===== config.mk =====
export PLATFORM = sky130hd
export DESIGN_NAME = gui_frame_arbiter
export DESIGN_NICKNAME = d
export VERILOG_FILES = /design/src/rtl/gui_frame_arbiter.sv
export SDC_FILE = /design/constraint.sdc
export NUM_CORES = 1
export LEC_CHECK = 0
export ABC_AREA = 1
export CORE_MARGIN = 3
export CORE_UTILIZATION = 46
export CTS_CLUSTER_SIZE = 10
export DETAILED_ROUTE_END_ITERATION = 12
export PLACE_DENSITY = 0.83
export SYNTH_ARGS = -nofsm -noshare
export SYNTH_HDL_FRONTEND = slang
export SYNTH_SLANG_ARGS = --single-unit

===== constraint.sdc =====
create_clock -name clk -period 4.2 [get_ports clk]
set_input_delay 0.84 -clock clk [delete_from_list [all_inputs] [get_ports clk]]
set_output_delay 0.84 -clock clk [all_outputs]
set_load 0.01 [all_outputs]

===== src/rtl/gui_frame_arbiter.sv =====
// Frame-synchronous arbiter for the GUI overlay register set: two requesters,
// round-robin on ties, commits only at the start of vertical blanking.
module gui_frame_arbiter #(
    parameter int XW = 11,
    parameter int YW = 10,
    parameter int CW = 12,
    parameter int FW = 16,
    parameter logic [XW-1:0] X_RST = '0,
    parameter logic [YW-1:0] Y_RST = '0,
    parameter logic [CW-1:0] C_RST = 12'h000
) (
    input  logic          clk,
    input  logic          rst,
    input  logic          vblnk_in,
    input  logic          req0,
    input  logic [XW-1:0] x0,
    input  logic [YW-1:0] y0,
    input  logic [CW-1:0] rgb0,
    input  logic          req1,
    input  logic [XW-1:0] x1,
    input  logic [YW-1:0] y1,
    input  logic [CW-1:0] rgb1,
    output logic          ack0,
    output logic          ack1,
    output logic [XW-1:0] xpos_out,
    output logic [YW-1:0] ypos_out,
    output logic [CW-1:0] rgb_out,
    output logic          owner_out,
    output logic          update_out,
    output logic [FW-1:0] frame_cnt,
    output logic [1:0]    dbg_state
);

    // Handshake: reqN high with data held stable until ackN (one cycle);
    // reqN still high the cycle after ackN counts as a new request.
    typedef enum logic [1:0] {
        ST_IDLE   = 2'd0,
        ST_ARB    = 2'd1,
        ST_COMMIT = 2'd2,
        ST_HOLD   = 2'd3
    } state_t;

    state_t        r_state;
    state_t        w_next;
    logic          r_vblnk_q;
    logic          r_last_owner;
    logic          w_rise;
    logic          w_grant;
    logic          w_winner;
    logic [XW-1:0] r_xpos;
    logic [YW-1:0] r_ypos;
    logic [CW-1:0] r_rgb;
    logic          r_owner;
    logic          r_ack0;
    logic          r_ack1;
    logic          r_update;
    logic [FW-1:0] r_frame_cnt;

    assign w_rise = vblnk_in & ~r_vblnk_q;

    always_comb begin
        w_next   = r_state;
        w_grant  = 1'b0;
        w_winner = 1'b0;
        case (r_state)
            ST_IDLE: begin
                if (w_rise) w_next = ST_ARB;
            end
            ST_ARB: begin
                w_grant  = req0 | req1;
                // Tie goes to whoever did not win last time.
                w_winner = (req0 & req1) ? ~r_last_owner : req1;
                w_next   = w_grant ? ST_COMMIT : ST_HOLD;
            end
            ST_COMMIT: begin
                w_next = ST_HOLD;
            end
            ST_HOLD: begin
                if (!vblnk_in) w_next = ST_IDLE;
            end
            default: begin
                w_next = ST_IDLE;
            end
        endcase
    end

    always_ff @(posedge clk or negedge rst) begin
        if (!rst) begin
            r_state      <= ST_IDLE;
            r_vblnk_q    <= 1'b1;
            r_last_owner <= 1'b1;
            r_xpos       <= X_RST;
            r_ypos       <= Y_RST;
            r_rgb        <= C_RST;
            r_owner      <= 1'b0;
            r_ack0       <= 1'b0;
            r_ack1       <= 1'b0;
            r_update     <= 1'b0;
            r_frame_cnt  <= '0;
        end else begin
            r_state   <= w_next;
            r_vblnk_q <= vblnk_in;
            r_ack0    <= w_grant & ~w_winner;
            r_ack1    <= w_grant & w_winner;
            r_update  <= w_grant;
            if (w_rise) r_frame_cnt <= r_frame_cnt + 1'b1;
            // Load at the ARB->COMMIT edge so the new set is visible in COMMIT.
            if (w_grant) begin
                r_xpos       <= w_winner ? x1 : x0;
                r_ypos       <= w_winner ? y1 : y0;
                r_rgb        <= w_winner ? rgb1 : rgb0;
                r_owner      <= w_winner;
                r_last_owner <= w_winner;
            end
        end
    end

    assign ack0       = r_ack0;
    assign ack1       = r_ack1;
    assign xpos_out   = r_xpos;
    assign ypos_out   = r_ypos;
    assign rgb_out    = r_rgb;
    assign owner_out  = r_owner;
    assign update_out = r_update;
    assign frame_cnt  = r_frame_cnt;
    assign dbg_state  = r_state;

endmodule


==> metrics.md, run 1 <==
| Metric | Value |
|---|---|
| Status | completed |
| Antenna cell count | 0 |
| DRT Wirelength | 8038 µm |
| CP startpoint | req1 |
| Largest cells by area after synthesis | dfrtp_1, o21a_1, nand2_1, o21ai_0, o21ai_1 |
| Adder-cell share of the synthesized area | 0.02107 |
| Synth Net Count | roughly 400 |
| Simple-gate share of the synthesized area | 0.1669 |
| Hold Path Class | reg2reg |
| Worst reg2reg path depth | 7 |
| Cell count along the critical path | 6 |
| Mean Syn Cell Area | 9.136 µm² |
| Worst setup path end | rgb_out[8] |
| Finished Core Util | 0.7110 |
| Final Hold Slack | 0.4824 ns |
| Number of enable flip-flop cells after synthesis | 0 |
| Most common cell in the netlist | nand2_1 |
| CTS tree | done |
| Commonest cells post-synth | nand2_1, dfrtp_1, o21ai_0 |
| Max VDD drop | 0.0003895 V |
| Cts repair resizes | 0 |
| Slew Limit Fails | 0 |
| Min Tclk post-route | 2.409 ns |
| DRT antenna net count | 0 |
| Area leader, netlist | dfrtp_1 |
| First-pass GRT wire length | 12970 µm |
| Row count | 28 |
| Reg clk slew, reported paths | 0.06 ns |
| CP max stage delay | 0.70 ns |
| Post-DP HPWL | about 5600 µm |
| Crit Path Class | in2reg |
| Final hold violations | 0 |
| Total number of vias | 2708 |
| Crit-path leading delay family | simple AND/OR/NAND/NOR gates |
| CP required | 4.41 ns |
| Critical Path Fanout Max | 37 |
| Ports | 126 |
| Mapped Area | 2969 µm² |
| Max Freq | 415.1 MHz |
| Congestion Overflow GR | 0 |
| Routed wire per std cell | 15.28 µm |
| Largest net degree at the start of global routing | 58 |
| Largest family of logic cells by synthesized area | compound AO/OA/AOI/OAI gates |
| Pwr Density | around 600 nW/µm² |
| # clock sinks | 57 |
| Tcrit/Tclk final | 0.5736 |
| Synth Area in XOR/XNOR | 0.02950 |
| Die Y | 86.34 µm |
| Layout cells sized above 1 | 0.1042 |
| Startpoint Class | primary input |
| CP Capture Type | register |
| Setup bufs post-CTS | 0 |
| Total track usage | 0.2206 |
| Critical Path AT | 2.62 ns |
| Post-synth top flop | dfrtp_1 |
| Number of library cell types mapped by synthesis | 30 |
| Register area share after synthesis | 0.4812 |
| Finished Layout Cells | 526 |
| Synth Area in Compound Gates | 0.2149 |
| Unrepaired setup endpoints after global routing | no |
| Reg2reg start | dbg_state[1] |
| Longest Clk Path Bufs | 2 |
| Total of max-cap violations | 0 |
| Slew @ Worst Pin | between 0.8 and 0.9 ns |
| Worst Path Buf+Inv | 1 |
| Placed cells | 510 |
| Footprint of the multi-input gates | 1284 µm² |
| Worst-path cell with the longest stage delay | nor2_4 |
| Post-synthesis mux area share | 0 |
| Hold-fix buffers, CTS | 0 |
| Synth-to-layout area growth | 45.98% |
| Syn Inst Count | about 330 |
| Die ar. | 7455 µm² |
| Yosys reg bits | 57 |
| Initial core utilization | 0.4871 |
| Setup TNS | 0 ns |
| FF-to-FF End | rgb_out[5] |
| Slew HR | 0.4478 |
| Final setup violation count | 0 |
| CTS buffer count | 9 |
| Yosys top cell area share | 0.4635 |
| Final Skew | 0.009947 ns |
| Vias in the first global route | 2716 |
| Skew-Pair Late Insertion Delay | 0.32 ns |
| Drt drc | 0 |
| DRT iter0 DRCs | 114 |
| 1st-pass router iterations | 4 |
| Layout Nets | 522 |
| H-tree depth | 3 |
| R2r setup slk | ~2.2 ns |
| Fillers | 501 |
| Clk root buf | clkbuf_8 |
| I/O Buffers | 125 |
| Async SR Flop Fraction | 1.000 |
| Leakage power | approximately 1.9 nW |
| Placer Congestion | 0.8209 |
| Seq. cell area | 1429 µm² |
| Vias/cell | between 5 and 6 |
| CORE AREA | between 6000 and 7000 µm² |
| Worst path cell trace | clkdlybuf4s50_1, nor2_4, nor2_8, o21a_1, o21ai_1, nand2_1 |
| Die W | 86.34 µm |
| Antenna violations before repair | 0 |
| Synthesis warning total | 0 |
[cell families (layout without fill, tap and decap cells)]
family,after synthesis,in the layout
simple gates,106,106
buf+inv,42,168
compound gates,105,105
fa+ha+maj,5,5
flops,57,57
xor+xnor,10,10
[placed cells by master, fill, tap and decap left out]
master and n:
nand4_1 5, nand3_1 8, a21oi_1 2, o21a_1 33, inv_2 4, o21ai_0 35, nor2_1 13, nor2_2 4
xor2_1 4, clkdlybuf4s50_1 124, xnor2_1 6, buf_2 1, inv_4 1, dfrtp_1 55, nand2_2 9, nand2_1 60
o21ai_1 27, nor2_8 1, clkinv_1 1, clkbuf_8 11, dfstp_2 2, nor3_1 4, o21ai_2 8, buf_4 1
nor2_4 1, nand3_4 1, inv_1 20, clkinv_2 3, ha_1 5, clkbuf_1 2
[cell type report]
class,count,area share
repair buffers,126,0.2893
multi-input cells,226,0.2962
well taps,75,0.02165
inverters,26,0.02309
flip-flops and latches,57,0.3297
clock inverters,3,0.003464
clock buffers,13,0.03666
[layer usage]
| layer | wire length (µm) | GRT usage |
|---|---|---|
| met5 | 0 | 0 |
| met4 | 177 | 0.07507 |
| met3 | 408 | 0.04468 |
| met2 | 4044 | 0.3713 |
| met1 | 3407 | 0.2830 |
[where the power goes]
| group | internal, mW | switching (mW) | leakage (nW) |
|---|---|---|---|
| logic | 0.621 | 0.575 | 1.15 |
| clock network | 0.244 | 0.209 | 0.0932 |
| registers | 0.766 | 0.135 | 0.690 |
[per-stage QoR]
step / total power [mW] / area [µm²] / worst slack, ns
after global placement: 2.065 / 4160 / 1.510
after detailed placement: 2.109 / 4160 / 1.443
after CTS: 2.567 / 4334 / 1.786
after global routing: 2.733 / 4334 / 1.648
final: 2.550 / 4334 / 1.791
after floorplan: 1.546 / 2969 / 2.602
[worst register-to-register path, cell delays in order (launching register included)]
cell,delay (ns)
dfrtp_1,0.42
inv_1,0.13
ha_1,0.26
inv_2,0.29
nor2_8,0.49
o21a_1,0.22
o21ai_1,0.06
nand2_1,0.08
[how the worst min path moves through the flow]
stage	startpoint	endpoint	slack, ns	cells after the start
finish	r_last_owner	r_last_owner	0.48	2
global route	r_last_owner	r_last_owner	0.53	2
CTS	r_last_owner	r_last_owner	0.48	2
detailed placement	r_last_owner	r_last_owner	0.47	2
global placement	r_last_owner	r_last_owner	0.47	2
floorplan	r_last_owner	r_last_owner	0.46	2
[registers in the layout (all words and copies together), names as in the netlist]
name / cells
frame_cnt: 16
rgb_out: 12
xpos_out: 11
ypos_out: 10
dbg_state: 2
ack0: 1
ack1: 1
owner_out: 1
r_last_owner: 1
r_vblnk_q: 1
update_out: 1
Note: power is estimated with default switching activity, not from simulation.
==> inputs of run 2 (changes only) <==
--- a/config.mk
+++ b/config.mk
@@ -7,10 +7,10 @@
 export LEC_CHECK = 0
 export ABC_AREA = 1
 export CORE_MARGIN = 3
-export CORE_UTILIZATION = 46
+export CORE_UTILIZATION = 39
 export CTS_CLUSTER_SIZE = 10
 export DETAILED_ROUTE_END_ITERATION = 12
-export PLACE_DENSITY = 0.83
+export PLACE_DENSITY = 0.74
 export SYNTH_ARGS = -nofsm -noshare
 export SYNTH_HDL_FRONTEND = slang
 export SYNTH_SLANG_ARGS = --single-unit
==> constraint.sdc (replaced) <==
create_clock -name clk -period 2.2 [get_ports clk]
set_input_delay 0.44 -clock clk [delete_from_list [all_inputs] [get_ports clk]]
set_output_delay 0.44 -clock clk [all_outputs]
set_load 0.01 [all_outputs]
==> metrics.md, run 2 (synthesis results as in run 1) <==
| Metric | Value |
|---|---|
| Die ar. | 8696 µm² (+17%) |
| Clk root buf | clkbuf_8 |
| Slew @ Worst Pin | 0.4815 ns (-0.3449 ns) |
| Commonest non-fill, non-tap cells in the layout | clkdlybuf4s50_1, nand2_1, dfrtp_1 |
| Post-DP HPWL | 5876 µm (+4.0%) |
| Antenna cell count | 0 (unchanged) |
| Highest metal used | met4 |
| Pwr Density | 1144 nW/µm² (+94%) |
| Die Y | 93.25 µm (+8.0%) |
| Detail Route met3 WL | 523 µm (+28%) |
| Slew HR | 0.6790 (+0.2312) |
| Tcrit/Tclk final | 0.8178 |
| CORE AREA | 7331 µm² (+20%) |
| CP startpoint | frame_cnt[2] |
| Congestion Overflow GR | 0 (unchanged) |
| Cell count along the critical path | 1 (-5) |
| Max VDD drop | 0.0005360 V (+38%) |
| Total number of vias | 2700 (-0.30%) |
| Row count | 31 (+11%) |
| Skew-Pair Late Insertion Delay | 0.33 ns (about the same) |
| Setup TNS | 0 ns (unchanged) |
| Design area | 4487 µm² (+3.5%) |
| Worst-path cell with the longest stage delay | clkdlybuf4s50_1 |
| CTS tree | done |
| Critical Path AT | 1.36 ns (-1.26 ns) |
| CTS buffer count | 9 (unchanged) |
| Routed wire per std cell | 14.65 µm (-4.2%) |
| Placed Area | 4260 µm² (+2.4%) |
| Reg clk slew, reported paths | 0.07 ns (about the same) |
| Initial core utilization | 0.4050 (-0.08205) |
| Crit-path leading delay family | buffers and inverters |
| Ports | 126 (unchanged) |
| Hold-fix buffers, CTS | 0 (unchanged) |
| CP required | 1.76 ns (-2.65 ns) |
| Die W | 93.25 µm (+8.0%) |
| Met2 wire len | 4025 µm (-0.47%) |
| Setup bufs post-CTS | 0 (unchanged) |
| Worst Path Buf+Inv | 1 (unchanged) |
| Unrepaired setup endpoints after global routing | no |
| Final hold violations | 0 (unchanged) |
| Commonest non-fill, non-tap cell in the layout | clkdlybuf4s50_1 |
| Status | completed |
| R2r setup slk | 0.47 ns (-1.73 ns) |
| First-pass GRT wire length | 13400 µm (+3.3%) |
| FF-to-FF End | rgb_out[9] |
| Reg2reg start | dbg_state[1] |
| Critical Path Fanout Max | 6 (-84%) |
| H-tree depth | 3 (unchanged) |
| Vias/cell | 4.856 (-5.7%) |
| 1st-pass router iterations | 4 (unchanged) |
| Crit Path Class | reg2out |
| Final setup violation count | 0 (unchanged) |
| DRT iter0 DRCs | 123 (+7.9%) |
| Worst path cell trace | clkdlybuf4s50_1 |
| Layout cells sized above 1 | 0.1182 (+0.01395) |
| Max FFs per register | 16 (unchanged) |
| Worst setup path end | frame_cnt[2] |
| Drt drc | 0 (unchanged) |
| Slew Limit Fails | 0 (unchanged) |
| Metal1 wirelength | 3486 µm (+2.3%) |
| CP Capture Type | output port |
| Hold Path Class | in2async |
| Longest Clk Path Bufs | 2 (unchanged) |
| Total of max-cap violations | 0 (unchanged) |
| Leakage power | 1.998 nW (+3.2%) |
| I/O Buffers | 125 (unchanged) |
| DRT Wirelength | 8143 µm (+1.3%) |
| Worst reg2reg path depth | 7 (unchanged) |
| Antenna violations before repair | 0 (unchanged) |
| Placer Congestion | 0.8570 (+4.4%) |
| Synth-to-layout area growth | 51.12% |
| Cts repair resizes | 0 (unchanged) |
| Min Tclk post-route | approximately 1.8 ns |
| Startpoint Class | register |
| Largest net degree at the start of global routing | 58 (unchanged) |
| # clock sinks | 57 (unchanged) |
| Vias in the first global route | 2803 (+3.2%) |
| Total track usage | 0.1983 (-0.02231) |
| Max Freq | 555.8 MHz |
| CP max stage delay | 0.58 ns (-0.12 ns) |
| Layout Nets | 528 (+1.1%) |
| DRT antenna net count | 0 (unchanged) |
| Final Skew | 0.007642 ns (-0.002305 ns) |
run 2: area by class of cell:
type	instances	area, µm²
clock inverter	1	30.03
clock buffer	15	196.4
fill	623	2844
inverter	26	100.1
tap	99	123.9
sequential	57	1429
multi-input combinational	226	1284
timing repair buffer	132	1324
run 2: report_power, final:
part | internal (mW) | switching [mW] | total (mW)
registers | 1.46 | 0.269 | 1.73
logic | 1.23 | 1.09 | 2.32
clock network | 0.679 | 0.404 | 1.08
total | 3.37 | 1.76 | 5.13
run 2: metrics by stage:
step	utilization	setup slack (ns)	std cells	power (mW)	hold slack (ns)
after floorplan	-	0.6899	325	2.952	0.1444
after global placement	0.5812	0.3149	540	4.017	0.4648
after detailed placement	0.5812	0.2670	540	4.082	0.4664
after CTS	0.6121	0.3881	556	5.177	0.1172
after global routing	0.6121	0.3270	556	5.509	0.1204
final	0.6121	0.4008	556	5.133	0.1105
run 2: how the worst min path moves through the flow:
stage               slack [ns]  cells past startpoint            end
floorplan                 0.14                      0           ack0
global placement          0.46                      2    ypos_out[9]
detailed placement        0.47                      2     rgb_out[7]
CTS                       0.12                      2  frame_cnt[12]
global route              0.12                      2  frame_cnt[12]
finish                    0.11                      2  frame_cnt[12]
run 2: metal layers:
layer | track usage | vias up
met3 | 0.05390 | 9
met4 | 0.08059 | 0
met1 | 0.2425 | 1265
met5 | 0 | -
met2 | 0.3300 | 96
li1 | - | 1330
